$ cat config.mk
export PLATFORM = sky130hd
export DESIGN_NAME = cnt_sequencer_flat
export DESIGN_NICKNAME = d
export VERILOG_FILES = /design/src/rtl/cnt_sequencer_if.sv /design/src/rtl/cnt_sequencer.sv /design/src/flat_wrapper.sv
export SDC_FILE = /design/constraint.sdc
export NUM_CORES = 1
export LEC_CHECK = 0
export BUFFER_PORTS_ARGS = -buffer_cell sky130_fd_sc_hd__buf_2
export CORE_AREA = 4 4 98 100
export CTS_CLUSTER_DIAMETER = 200
export DETAILED_ROUTE_END_ITERATION = 10
export DIE_AREA = 0 0 102 104
export GPL_ROUTABILITY_DRIVEN = 0
export PLACE_DENSITY = 0.55
export RECOVER_POWER = 100
export SYNTH_ARGS = -nofsm -noshare
export SYNTH_HDL_FRONTEND = slang
export SYNTH_SLANG_ARGS = --single-unit
export TNS_END_PERCENT = 1
$ cat constraint.sdc
create_clock -name clk -period 4.9 [get_ports clk]
set_input_delay 0.245 -clock clk [delete_from_list [all_inputs] [get_ports clk]]
set_output_delay 0.245 -clock clk [all_outputs]
set_load 0.02 [all_outputs]
$ cat src/rtl/cnt_sequencer_if.sv
// cnt_sequencer_if: configuration handshake bundle for cnt_sequencer.
// Ports: cfg_valid/cfg_mode/cfg_limit/cfg_presc from master, cfg_ready from slave.
interface cnt_sequencer_if #(
  parameter int WIDTH   = 8,
  parameter int PRESC_W = 16
);
  logic               cfg_valid;
  logic               cfg_ready;
  logic [1:0]         cfg_mode;
  logic [WIDTH-1:0]   cfg_limit;
  logic [PRESC_W-1:0] cfg_presc;

  modport master (
    output cfg_valid,
    output cfg_mode,
    output cfg_limit,
    output cfg_presc,
    input  cfg_ready
  );

  modport slave (
    input  cfg_valid,
    input  cfg_mode,
    input  cfg_limit,
    input  cfg_presc,
    output cfg_ready
  );
endinterface

$ cat src/rtl/cnt_sequencer.sv
// cnt_sequencer: prescaled 4-mode counter sequencer (FREE/ONESHOT/RELOAD/BOUNCE).
// Ports: clk, rst (async high), cfg (slave handshake), start/pause/stop in;
// count/dir/busy/done/tick out; CNT_SEQUENCER_IRQ_EN adds irq out, irq_clr in.
module cnt_sequencer #(
  parameter int WIDTH   = 8,
  parameter int PRESC_W = 16
) (
  input  logic             clk,
  input  logic             rst,
  cnt_sequencer_if.slave   cfg,
  input  logic             start,
  input  logic             pause,
  input  logic             stop,
  output logic [WIDTH-1:0] count,
  output logic             dir,
  output logic             busy,
  output logic             done,
  output logic             tick
`ifdef CNT_SEQUENCER_IRQ_EN
  ,
  output logic             irq,
  input  logic             irq_clr
`endif
);

  typedef enum logic [1:0] {
    S_IDLE,
    S_RUN,
    S_PAUSE,
    S_DONE
  } state_e;

  localparam logic [1:0] M_FREE    = 2'd0;
  localparam logic [1:0] M_ONESHOT = 2'd1;
  localparam logic [1:0] M_RELOAD  = 2'd2;
  localparam logic [1:0] M_BOUNCE  = 2'd3;

  localparam logic [WIDTH-1:0]   C_ONE = WIDTH'(1);
  localparam logic [WIDTH-1:0]   C_MAX = '1;
  localparam logic [PRESC_W-1:0] P_ONE = PRESC_W'(1);

  state_e             state_q, state_d;
  logic [WIDTH-1:0]   count_q, count_d;
  logic               dir_q, dir_d;
  logic               tick_q, tick_d;
  logic [PRESC_W-1:0] pcnt_q, pcnt_d;
  logic [1:0]         mode_q, mode_d;
  logic [WIDTH-1:0]   limit_q, limit_d;
  logic [PRESC_W-1:0] presc_q, presc_d;

  logic idle_or_done;
  logic xfer;

  assign idle_or_done = (state_q == S_IDLE) || (state_q == S_DONE);
  assign xfer         = cfg.cfg_valid && idle_or_done;

  assign cfg.cfg_ready = idle_or_done;
  assign count         = count_q;
  assign dir           = dir_q;
  assign tick          = tick_q;
  assign busy          = (state_q == S_RUN);
  assign done          = (state_q == S_DONE);

  always_ff @(posedge clk or posedge rst) begin
    if (rst) begin
      state_q <= S_IDLE;
      count_q <= '0;
      dir_q   <= 1'b0;
      tick_q  <= 1'b0;
      pcnt_q  <= '0;
      mode_q  <= M_FREE;
      limit_q <= '1;
      presc_q <= '0;
    end else begin
      state_q <= state_d;
      count_q <= count_d;
      dir_q   <= dir_d;
      tick_q  <= tick_d;
      pcnt_q  <= pcnt_d;
      mode_q  <= mode_d;
      limit_q <= limit_d;
      presc_q <= presc_d;
    end
  end

  always_comb begin
    state_d = state_q;
    count_d = count_q;
    dir_d   = dir_q;
    tick_d  = 1'b0;
    pcnt_d  = pcnt_q;
    mode_d  = mode_q;
    limit_d = limit_q;
    presc_d = presc_q;

    // Shadow load; a start on the same edge runs with the new values.
    if (xfer) begin
      mode_d  = cfg.cfg_mode;
      limit_d = cfg.cfg_limit;
      presc_d = cfg.cfg_presc;
    end

    if (stop) begin
      state_d = S_IDLE;
    end else if (start && idle_or_done) begin
      state_d = S_RUN;
      count_d = '0;
      pcnt_d  = '0;
      dir_d   = 1'b0;
    end else if (start && state_q == S_PAUSE) begin
      state_d = S_RUN;
    end else if (state_q == S_RUN && pause && !start) begin
      state_d = S_PAUSE;
    end else if (state_q == S_RUN) begin
      if (pcnt_q == presc_q) begin
        pcnt_d = '0;
        unique case (mode_q)
          M_FREE: begin
            count_d = count_q + C_ONE;
            tick_d  = (count_q == C_MAX);
          end
          M_ONESHOT: begin
            if (count_q == limit_q) begin
              state_d = S_DONE;
              tick_d  = 1'b1;
            end else begin
              count_d = count_q + C_ONE;
            end
          end
          M_RELOAD: begin
            if (count_q == limit_q) begin
              count_d = '0;
              tick_d  = 1'b1;
            end else begin
              count_d = count_q + C_ONE;
            end
          end
          M_BOUNCE: begin
            // Endpoint step only flips direction; count dwells one step.
            if (!dir_q) begin
              if (count_q == limit_q) begin
                dir_d  = 1'b1;
                tick_d = 1'b1;
              end else begin
                count_d = count_q + C_ONE;
              end
            end else begin
              if (count_q == '0) begin
                dir_d  = 1'b0;
                tick_d = 1'b1;
              end else begin
                count_d = count_q - C_ONE;
              end
            end
          end
          default: ;
        endcase
      end else begin
        pcnt_d = pcnt_q + P_ONE;
      end
    end
  end

`ifdef CNT_SEQUENCER_IRQ_EN
  logic irq_q;

  assign irq = irq_q;

  // Set wins over clear so a coincident event is never lost.
  always_ff @(posedge clk or posedge rst) begin
    if (rst) begin
      irq_q <= 1'b0;
    end else if (tick_q) begin
      irq_q <= 1'b1;
    end else if (irq_clr) begin
      irq_q <= 1'b0;
    end
  end
`endif

endmodule

$ cat src/flat_wrapper.sv
// flat-port wrapper written by rule: the top's interface ports become plain ports
module cnt_sequencer_flat 
#(
  parameter int WIDTH   = 8,
  parameter int PRESC_W = 16
)
  (clk, rst, start, pause, stop, count, dir, busy, done, tick, cfg_cfg_valid, cfg_cfg_mode, cfg_cfg_limit, cfg_cfg_presc, cfg_cfg_ready);
  cnt_sequencer_if #(.WIDTH(WIDTH), .PRESC_W(PRESC_W)) cfg_i ();
  input  logic clk;
  input  logic rst;
  input  logic start;
  input  logic pause;
  input  logic stop;
  output logic [WIDTH-1:0] count;
  output logic dir;
  output logic busy;
  output logic done;
  output logic tick;
  input wire logic [$bits(cfg_i.cfg_valid)-1:0] cfg_cfg_valid;
  input wire logic [$bits(cfg_i.cfg_mode)-1:0] cfg_cfg_mode;
  input wire logic [$bits(cfg_i.cfg_limit)-1:0] cfg_cfg_limit;
  input wire logic [$bits(cfg_i.cfg_presc)-1:0] cfg_cfg_presc;
  output wire logic [$bits(cfg_i.cfg_ready)-1:0] cfg_cfg_ready;
  assign cfg_i.cfg_valid = cfg_cfg_valid;
  assign cfg_i.cfg_mode = cfg_cfg_mode;
  assign cfg_i.cfg_limit = cfg_cfg_limit;
  assign cfg_i.cfg_presc = cfg_cfg_presc;
  assign cfg_cfg_ready = cfg_i.cfg_ready;
  cnt_sequencer #(.WIDTH(WIDTH), .PRESC_W(PRESC_W)) u_core (.clk(clk), .rst(rst), .cfg(cfg_i), .start(start), .pause(pause), .stop(stop), .count(count), .dir(dir), .busy(busy), .done(done), .tick(tick));
endmodule
==> summary.txt, run 1 <==
Place
  • IO Port Bufs: between 40 and 50
  • Hpwl dp: 5990 µm
  • Area after DPL: 3670 µm²

Global route
  • Initial antenna violation count: 0
  • Grt met3 use: around 3.4%
  • GR Util met2: approximately a quarter
  • GRT overflow: 0
  • Global-route wire length before repair: roughly 14000 µm
  • M1 GR Usage: around a fifth
  • GRT Util Overall: approximately 16%
  • Layer with the highest usage: met2
  • Largest net degree at the start of global routing: 55
  • Vias in the first global route: 2797

Timing
  • Final max-slew violation count: 55
  • Hold Vio Cnt, Final: 0
  • Clk_skew: 0.00844 ns
  • Fmax: between 300 and 400 MHz
  • Setup violations, final: 0
  • TNS Setup: 0 ns
  • Worst hold slack: about 0.15 ns
  • Fin crit period: roughly 2.7 ns
  • Tcrit/Tclk final: 55.2%
  • Rel. slew slack: -97.7%
  • Slew @ Worst Pin: roughly 3 ns
  • RSZ-0062 raised after global routing: false

Clock tree
  • Total CTS buffers: 5
  • Clock Latency Late Sink: ~0.32 ns
  • Clk slew on worst S/H paths: roughly 0.11 ns
  • Post-CTS setup buffers: 0
  • CTS Sinks: 54
  • CTS tree: done
  • Clk buf depth: 2
  • CTS root buf: clkbuf_8
  • CTS H-tree depth: 2
  • Cts hold-fix bufs: 0
  • Cts repair resizes: 0

Run status
  • Status: finished with violations
  • Failing checks: max-capacitance violations, max-slew violations

Detailed routing
  • Via/cell ratio: 5.55
  • Final wirelength: just over 8000 µm
  • DR WL/cell: approximately 17 µm
  • DR iter-0 viols: 106
  • DRC violations left: 0
  • Detailed-route via count: between 2000 and 3000
  • Pre-Repair DR Iteration Count: 4
  • Antenna Nets Post-Route: 0

Synthesis
  • Synth Instances: between 300 and 400
  • EDFF count, synth: 0
  • Yosys reg bits: 54
  • Mapped Nets: about 390
  • Yosys cell types: slightly above 60
  • Async S/R FF share, synth: 100%
  • Post-synthesis sequential area ratio: between 40% and 50%
  • YS warnings: 0
  • Predominant post-synthesis flop cell: dfrtp_1
  • Netlist Area Pre-Place: 3390 µm²
  • Syn Area/Cell: 9.87 µm²

Worst setup path
  • Startpoint type of the worst setup path: input pin
  • Required @ worst endpoint: approximately 4.7 ns
  • Crit. End Element: async pin
  • CP Launch Point: rst
  • CP Class: input pin to async pin
  • Reg2reg start: u_core.state_q[1]
  • Critical path fanouts, max: 54
  • Worst EP arrival: between 2 and 2.5 ns

Floorplan
  • Initial core utilization: just under 40%
  • I/O pins: between 40 and 50
  • Die W: 102 µm
  • Core area: just under 9000 µm²
  • Die Area: 10600 µm²
  • Die Ht: between 100 and 150 µm
  • Row count: 34

Pwr
  • Switching Fraction: around 33%
  • Share of power burned in registers: 47.0%
  • P_int: between 0.8 and 0.9 mW
  • Leakage power: between 1.5 and 2 nW
  • Combinational power share: a little over a quarter
  • Psw: 0.405 mW
  • Clk network pwr share: between 20% and 30%
  • Peak VDD IR: about 0.00017 V
  • PwrDens: 326 nW/µm²
  • Total power: 1.23 mW

Final layout
  • Fillers: 903
  • Post-route cell area: ~3800 µm²
  • Util after Layout: between 40% and 50%
  • Fraction of layout cells with a size suffix above 1: between 20 and 25%
  • P&R area growth vs syn: 11.1%
  • Final nets: 422
  • Antenna diode count: 0

Run
  • Maximum Capacitance Violations: 1

Worst hold path
  • Min-delay worst type: input pin to flop
  • Min-Delay Startpoint: cfg_cfg_presc[7]
## path summary, 6_finish.rpt
check / depth (start not counted) / slack, ns / to
min: 2 / 0.15 / u_core.presc_q[7]
min in group asynchronous: 3 / 1.05 / u_core.pcnt_q[15]
min reg2reg: 1 / 0.54 / u_core.presc_q[8]
max: 3 / 2.20 / u_core.pcnt_q[0]
max in group clk: 7 / 2.32 / u_core.dir
max reg2reg: 7 / 2.32 / u_core.dir
## power groups by stage
stage,Clock (mW),Sequential [mW],Combinational [mW]
final,0.323,0.577,0.327
after global routing,0.350,0.587,0.369
after global placement,0,0.586,0.331
after detailed placement,0,0.587,0.334
after floorplan,0,0.568,0.255
after CTS,0.334,0.578,0.335
## state kept, by name, summed over array words and instances (netlist names)
signal          count
u_core.pcnt_q      16
u_core.count        8
u_core.state_q      2
u_core.limit_q      8
u_core.presc_q     16
u_core.tick         1
u_core.dir          1
u_core.mode_q       2
## cell usage in the layout (no fill, tap or decap), types with 3 or more instances in the layout
| cell | Yosys | layout |
|---|---|---|
| xnor2_1 | 36 | 36 |
| o21a_1 | 4 | 4 |
| clkbuf_8 | 0 | 5 |
| buf_2 | 7 | 31 |
| nor3_1 | 7 | 7 |
| a21oi_1 | 11 | 11 |
| clkbuf_1 | 8 | 14 |
| or3_1 | 3 | 3 |
| a22o_1 | 5 | 5 |
| nor2_1 | 31 | 31 |
| and3_1 | 3 | 3 |
| nand3_1 | 11 | 11 |
| a21o_1 | 3 | 3 |
| o21ai_0 | 13 | 13 |
| mux2_2 | 27 | 27 |
| a31oi_1 | 7 | 7 |
| ha_1 | 12 | 12 |
| nand4_1 | 10 | 10 |
| inv_1 | 18 | 18 |
| dfstp_2 | 8 | 8 |
| xor2_1 | 5 | 5 |
| dfrtp_1 | 46 | 46 |
| nand2_1 | 19 | 19 |
## cells in the mapped netlist (2+ instances only)
master | count | share of area, %
nor2_1 | 31 | 3.4
nand4_1 | 10 | 1.8
a221oi_1 | 2 | 0.52
or3_1 | 3 | 0.55
xnor2_1 | 36 | 9.3
o311ai_1 | 2 | 0.52
and3_1 | 3 | 0.55
a2111oi_2 | 2 | 0.89
nand3_1 | 11 | 1.6
dfrtp_1 | 46 | 34
nor3b_1 | 2 | 0.44
inv_1 | 18 | 2.0
xor2_1 | 5 | 1.3
mux2_2 | 27 | 9.0
a22o_1 | 5 | 1.3
o21a_1 | 4 | 0.89
nand2_1 | 19 | 2.1
dfstp_2 | 8 | 6.2
o32ai_1 | 2 | 0.52
a31oi_1 | 7 | 1.3
and4_1 | 2 | 0.52
clkbuf_1 | 8 | 0.89
ha_1 | 12 | 4.4
a32o_1 | 2 | 0.59
a21o_1 | 3 | 0.67
nand2b_1 | 2 | 0.37
and2_1 | 2 | 0.37
a21oi_1 | 11 | 1.6
buf_2 | 7 | 1.0
nor2b_1 | 2 | 0.37
o21ai_0 | 13 | 1.9
nor3_1 | 7 | 1.0
## cell families after synthesis
group | after synthesis | share of synthesized area [%]
compound gates | 68 | 15.0
xor+xnor | 41 | 10.6
fa+ha+maj | 12 | 4.43
buf+inv | 36 | 4.36
flops | 54 | 40.2
mux | 27 | 8.98
simple gates | 105 | 16.4
## worst max-delay path: stages
cell and delay [ns]:
buf_2 0.09, inv_1 0.04, clkbuf_1 2.09
## metrics by stage
stage / worst slack [ns] / std cells
5_1_grt: 1.53 / 487
4_1_cts: 2.33 / 487
3_5_place_dp: 2.37 / 479
6_report: 2.20 / 487
3_3_place_gp: 2.46 / 479
2_1_floorplan: 2.70 / 343
## final cells by class
type	instances	area (µm²)	area share, %
clock inverter	3	48.8	1.30
timing repair buffer	45	208	5.52
multi-input combinational	253	1870	49.7
inverter	19	71.3	1.90
sequential	54	1360	36.2
clock buffer	5	68.8	1.83
tap	108	135	3.59
## routing by layer
layer / wire [µm] / vias to the layer above
li1: - / 1300
met1: 3540 / 1318
met5: 0 / -
met4: 108 / 0
met3: 506 / 8
met2: 3960 / 79
Note: power is estimated with default switching activity, not from simulation.
==> inputs of run 2 (changes only) <==
PLACE_DENSITY = 0.57   (was 0.55)
clock period = 2.2 ns   (was 4.9 ns; I/O delays follow)
==> summary.txt, run 2 (synthesized netlist as in run 1, its figures left out) <==
Global route
  • M1 GR Usage: between 20 and 25%
  • Largest net degree at the start of global routing: 55
  • GRT overflow: 0
  • Global-route wire length before repair: ~13000 µm
  • Layer with the highest usage: met2
  • Initial antenna violation count: 0
  • GR Util met2: 24.8%
  • GRT Util Overall: roughly 16%
  • Vias in the first global route: ~2700
  • Grt met3 use: 2.75%

Timing
  • Worst hold slack: between 0.015 and 0.02 ns
  • Fmax: about 460 MHz
  • RSZ-0062 raised after global routing: true
  • Tcrit/Tclk final: between 90% and 100%
  • Slew @ Worst Pin: roughly 1.4 ns
  • Setup violations, final: 0
  • Hold Vio Cnt, Final: 0
  • Clk_skew: ~0.017 ns
  • Final max-slew violation count: 0
  • Fin crit period: between 2 and 2.5 ns
  • TNS Setup: 0 ns
  • Rel. slew slack: under 10%

Pwr
  • PwrDens: 686 nW/µm²
  • Psw: between 0.8 and 0.9 mW
  • Combinational power share: about 30%
  • Share of power burned in registers: 45.9%
  • Peak VDD IR: between 0.0003 and 0.0004 V
  • Leakage power: 1.70 nW
  • P_int: around 1.9 mW
  • Switching Fraction: 32.1%
  • Total power: 2.77 mW
  • Clk network pwr share: between 20 and 25%

Clock tree
  • Total CTS buffers: 5
  • Clk slew on worst S/H paths: 0.11 ns
  • Clock Latency Late Sink: slightly above 0.3 ns
  • Clk buf depth: 2
  • CTS H-tree depth: 2
  • CTS tree: done
  • CTS Sinks: 54
  • CTS root buf: clkbuf_8

Detailed routing
  • Final wirelength: 8230 µm
  • Antenna Nets Post-Route: 0
  • Detailed-route via count: about 2800
  • DRC violations left: 0
  • Pre-Repair DR Iteration Count: 4
  • DR WL/cell: around 16 µm
  • Via/cell ratio: around 5.4
  • DR iter-0 viols: between 150 and 200

Run status
  • Status: finished, final reports clean

Final layout
  • Antenna diode count: 0
  • P&R area growth vs syn: 19.2%
  • Fillers: between 800 and 900
  • Most frequent cells in the layout: 45 x dfrtp_1, 41 x buf_2, 36 x xnor2_1
  • Commonest non-fill, non-tap cell in the layout: dfrtp_1
  • Final nets: 448
  • Util after Layout: between 40% and 50%
  • Largest regs: u_core.pcnt_q (16), u_core.presc_q (16)
  • Fraction of layout cells with a size suffix above 1: 32.1%
  • Post-Layout Cell Count: slightly above 500

Floorplan
  • Core area: slightly below 9000 µm²
  • Die Area: approximately 11000 µm²
  • Die Ht: ~100 µm
  • Initial core utilization: ~40%
  • Row count: 34
  • Die W: just over 100 µm
  • I/O pins: 45

Worst setup path
  • Worst R2R Setup Slack: roughly 0.026 ns
  • Startpoint type of the worst setup path: flop
  • Worst EP arrival: between 2 and 2.5 ns
  • Critical path fanouts, max: 7
  • CP Class: flop to flop
  • Crit. End Element: flop
  • Required @ worst endpoint: around 2.5 ns

Place
  • IO Port Bufs: between 40 and 50
  • Placed Cells: 503
  • Hpwl dp: 6110 µm

Run
  • Maximum Capacitance Violations: 0

Worst hold path
  • Min-delay worst type: input pin to flop
-- run 2: final timing paths --
path / startpoint / endpoint / cells past startpoint
max: u_core.state_q[1] / u_core.pcnt_q[10] / 6
min: cfg_cfg_limit[4] / u_core.limit_q[4] / 2
max reg2reg: u_core.state_q[1] / u_core.pcnt_q[10] / 6
min reg2reg: u_core.presc_q[14] / u_core.presc_q[14] / 1
max in group asynchronous: rst / u_core.pcnt_q[4] / 3
min in group asynchronous: rst / u_core.count[0] / 3
-- run 2: cell type report --
cell class	instances	area, µm²	share of cell area (%)
clock inverters	2	37.5	0.930
multi-input cells	253	1920	47.6
clock buffers	6	72.6	1.80
well taps	108	135	3.35
inverters	19	71.3	1.77
repair buffers	71	434	10.8
flip-flops and latches	54	1360	33.8
-- run 2: power groups by stage --
stage                     combinational [mW]  sequential, mW  clock (mW)
after detailed placement               0.801            1.29           0
final                                  0.815            1.27       0.682
after CTS                              0.805            1.27       0.709
after floorplan                        0.569            1.27           0
after global routing                   0.904            1.29       0.753
after global placement                 0.794            1.28           0
-- run 2: timing repair --
| action | 4_1_cts | 5_1_grt |
|---|---|---|
| gates resized for setup | 0 | 12 |
| setup buffers | 0 | 2 |
| hold buffers | 0 | 0 |
| setup endpoints to repair | 4 | 20 |
| pin swaps | 1 | 7 |
-- run 2: metal layers --
metal	vias up	share of wire, %
met3	12	5.3
met2	78	47
met1	1333	46
met4	0	1.6
li1	1351	-
met5	-	0
-- run 2: worst max-delay path, stage by stage, from the launching register on --
cell,delay [ns]
dfrtp_1,0.43
inv_2,0.09
ha_4,0.15
or3b_4,0.40
a2111o_1,0.52
or3_1,0.41
a21oi_2,0.11
-- run 2: metrics by stage --
step	worst slack, ns	cell area, µm²
after floorplan	0.0629	3390
after global placement	-0.0149	3880
after detailed placement	0.00421	3880
after CTS	0.0122	3990
after global routing	-0.0624	4040
final	0.0265	4040
==> inputs of run 3 (changes only) <==
CAP_MARGIN = 20   (was unset)
CORE_AREA = 4 4 88 90   (was 4 4 98 100)
DIE_AREA = 0 0 92 94   (was 0 0 102 104)
PLACE_DENSITY = 0.7   (was 0.57)
==> summary.txt, run 3 (synthesized netlist as in run 1, its figures left out) <==
Worst setup path
  • Critical path fanouts, max: 7
  • CP max stage cell: a2111o_1
  • CP Class: flop to flop
  • CP cell instances: buf_4, ha_4, o21ai_0, buf_4, a2111o_1, or3_1, a21oi_1
  • Crit. End Element: flop
  • Startpoint type of the worst setup path: flop
  • Largest stage delay, worst path: approximately 0.5 ns
  • Worst EP arrival: about 2.4 ns
  • Required @ worst endpoint: roughly 2.4 ns
  • Most used cell, CP: buf_4

Global route
  • GRT Util Overall: between 10% and 20%
  • GRT overflow: 0
  • Global-route wire length before repair: about 14000 µm
  • Largest net degree at the start of global routing: 27
  • Vias in the first global route: around 2800
  • Initial antenna violation count: 0

Timing
  • Setup violations, final: 0
  • Hold Vio Cnt, Final: 0
  • Final max-slew violation count: 0
  • RSZ-0062 raised after global routing: true
  • Fmax: roughly 460 MHz
  • Fin crit period: about 2.2 ns
  • Slew @ Worst Pin: about 0.86 ns
  • Tcrit/Tclk final: around 100%
  • Clk_skew: 0.00535 ns
  • Rel. slew slack: 42.8%

Clock tree
  • Clock Latency Late Sink: roughly 0.30 ns
  • Clk slew on worst S/H paths: approximately 0.09 ns
  • CTS H-tree depth: 2
  • CTS root buf: clkbuf_8
  • Clk buf depth: 2
  • CTS Sinks: 54
  • CTS tree: done
  • Total CTS buffers: 5

Worst hold path
  • Min-delay worst type: input pin to flop

Pwr
  • Switching Fraction: between 30% and 40%
  • Combinational power share: about 30%
  • Peak VDD IR: between 0.0003 and 0.0004 V
  • Clk network pwr share: between 20% and 30%
  • PwrDens: between 600 and 700 nW/µm²
  • Psw: 0.861 mW
  • Leakage power: 1.70 nW
  • P_int: 1.87 mW
  • Share of power burned in registers: a little under half

Final layout
  • Most frequent cells in the layout: 46 x dfrtp_1, 38 x buf_2, 36 x xnor2_1
  • Post-route cell area: ~4000 µm²
  • P&R area growth vs syn: 19.4%
  • Fillers: 653
  • Final nets: between 400 and 500
  • Antenna diode count: 0
  • Commonest non-fill, non-tap cell in the layout: dfrtp_1
  • Util after Layout: 57.3%
  • Fraction of layout cells with a size suffix above 1: a little under a third
  • Largest regs: u_core.pcnt_q (16), u_core.presc_q (16)

Detailed routing
  • DR iter-0 viols: about 130
  • DRC violations left: 0
  • Antenna Nets Post-Route: 0
  • Final wirelength: between 7000 and 8000 µm
  • Via/cell ratio: roughly 5.6
  • Pre-Repair DR Iteration Count: 5
  • DR WL/cell: about 16 µm
  • Detailed-route via count: 2841

Floorplan
  • Row count: 31
  • Die Ht: approximately 94 µm
  • Die W: just over 90 µm
  • Die Area: about 8600 µm²
  • Core area: about 7100 µm²
  • Initial core utilization: roughly 48%
  • I/O pins: 45

Run status
  • Status: finished, final reports clean

Place
  • Hpwl dp: around 6000 µm
  • Area after DPL: between 3000 and 4000 µm²
  • IO Port Bufs: 44

Run
  • Maximum Capacitance Violations: 0
[run 3: cell types whose count changed in the layout (fill, tap and decap cells not counted), sizes merged]
cell / change
clkinvlp: -1
clkinv: +2
clkbuf: +4
buf: -3
dlygate4sd3: +1
[run 3: final timing paths]
| path | endpoint | slack, ns | cells past startpoint | from |
|---|---|---|---|---|
| worst min register to register | u_core.presc_q[7] | 0.53 | 1 | u_core.presc_q[7] |
| min in group asynchronous | u_core.count[2] | 0.53 | 3 | rst |
| max in group asynchronous | u_core.pcnt_q[7] | 0.64 | 4 | rst |
| worst min-delay path | u_core.presc_q[12] | 0.04 | 2 | cfg_cfg_presc[12] |
| worst max-delay path | u_core.pcnt_q[10] | 0.03 | 7 | u_core.state_q[1] |
| worst max register to register | u_core.pcnt_q[10] | 0.03 | 7 | u_core.state_q[1] |
[run 3: layout make-up]
| class | instances | area (µm²) | share of cell area, % |
|---|---|---|---|
| repair buffers | 74 | 448 | 11.1 |
| flip-flops and latches | 54 | 1360 | 33.7 |
| clock buffers | 5 | 68.8 | 1.70 |
| multi-input cells | 253 | 1930 | 47.7 |
| well taps | 99 | 124 | 3.06 |
| clock inverters | 3 | 40.0 | 0.990 |
| inverters | 19 | 71.3 | 1.76 |
[run 3: worst max-delay path: cells and delay by family (launching register included)]
family | cells | cell delay (ns)
flip-flops | 1 | 0.41
adder cells (fa/ha/maj) | 1 | 0.28
AND/OR/NAND/NOR | 1 | 0.36
AO/OA/AOI/OAI | 3 | 0.72
buffers and inverters | 2 | 0.32
[run 3: power groups by stage]
| stage | Clock, mW | Combinational [mW] | Sequential (mW) |
|---|---|---|---|
| after floorplan | 0 | 0.569 | 1.27 |
| after global placement | 0 | 0.790 | 1.28 |
| after detailed placement | 0 | 0.807 | 1.29 |
| after CTS | 0.668 | 0.812 | 1.27 |
| after global routing | 0.719 | 0.910 | 1.29 |
| final | 0.643 | 0.825 | 1.27 |
[run 3: stage by stage]
stage | TNS, ns | hold slack, ns | power [mW] | worst slack [ns] | cells
CTS | 0 | 0.0252 | 2.75 | 0.00159 | 504
floorplan | 0 | 0.176 | 1.83 | 0.0629 | 343
finish | 0 | 0.0369 | 2.74 | 0.0257 | 507
global route | -0.320 | 0.0216 | 2.92 | -0.0744 | 507
detailed placement | -0.000660 | 0.157 | 2.09 | -0.000660 | 495
global placement | 0 | 0.156 | 2.07 | 0.0849 | 495
[run 3: routing by layer]
metal | global-route usage, % | routed length, µm | share of wire, % | vias up
met2 | 31.6 | 3770 | 47 | 93
met5 | 0 | 0 | 0 | -
met3 | 2.56 | 421 | 5.3 | 8
met1 | 26.8 | 3650 | 46 | 1386
met4 | 5.57 | 93 | 1.2 | 0
li1 | - | - | - | 1354
[run 3: timing repair]
action / 4_1_cts / 5_1_grt
endpoints found under the hold margin: 13 / 0
setup endpoints to repair: 0 / 17
buffers inserted: 0 / 3
resized for setup: 0 / 8
hold buffers: 1 / 0
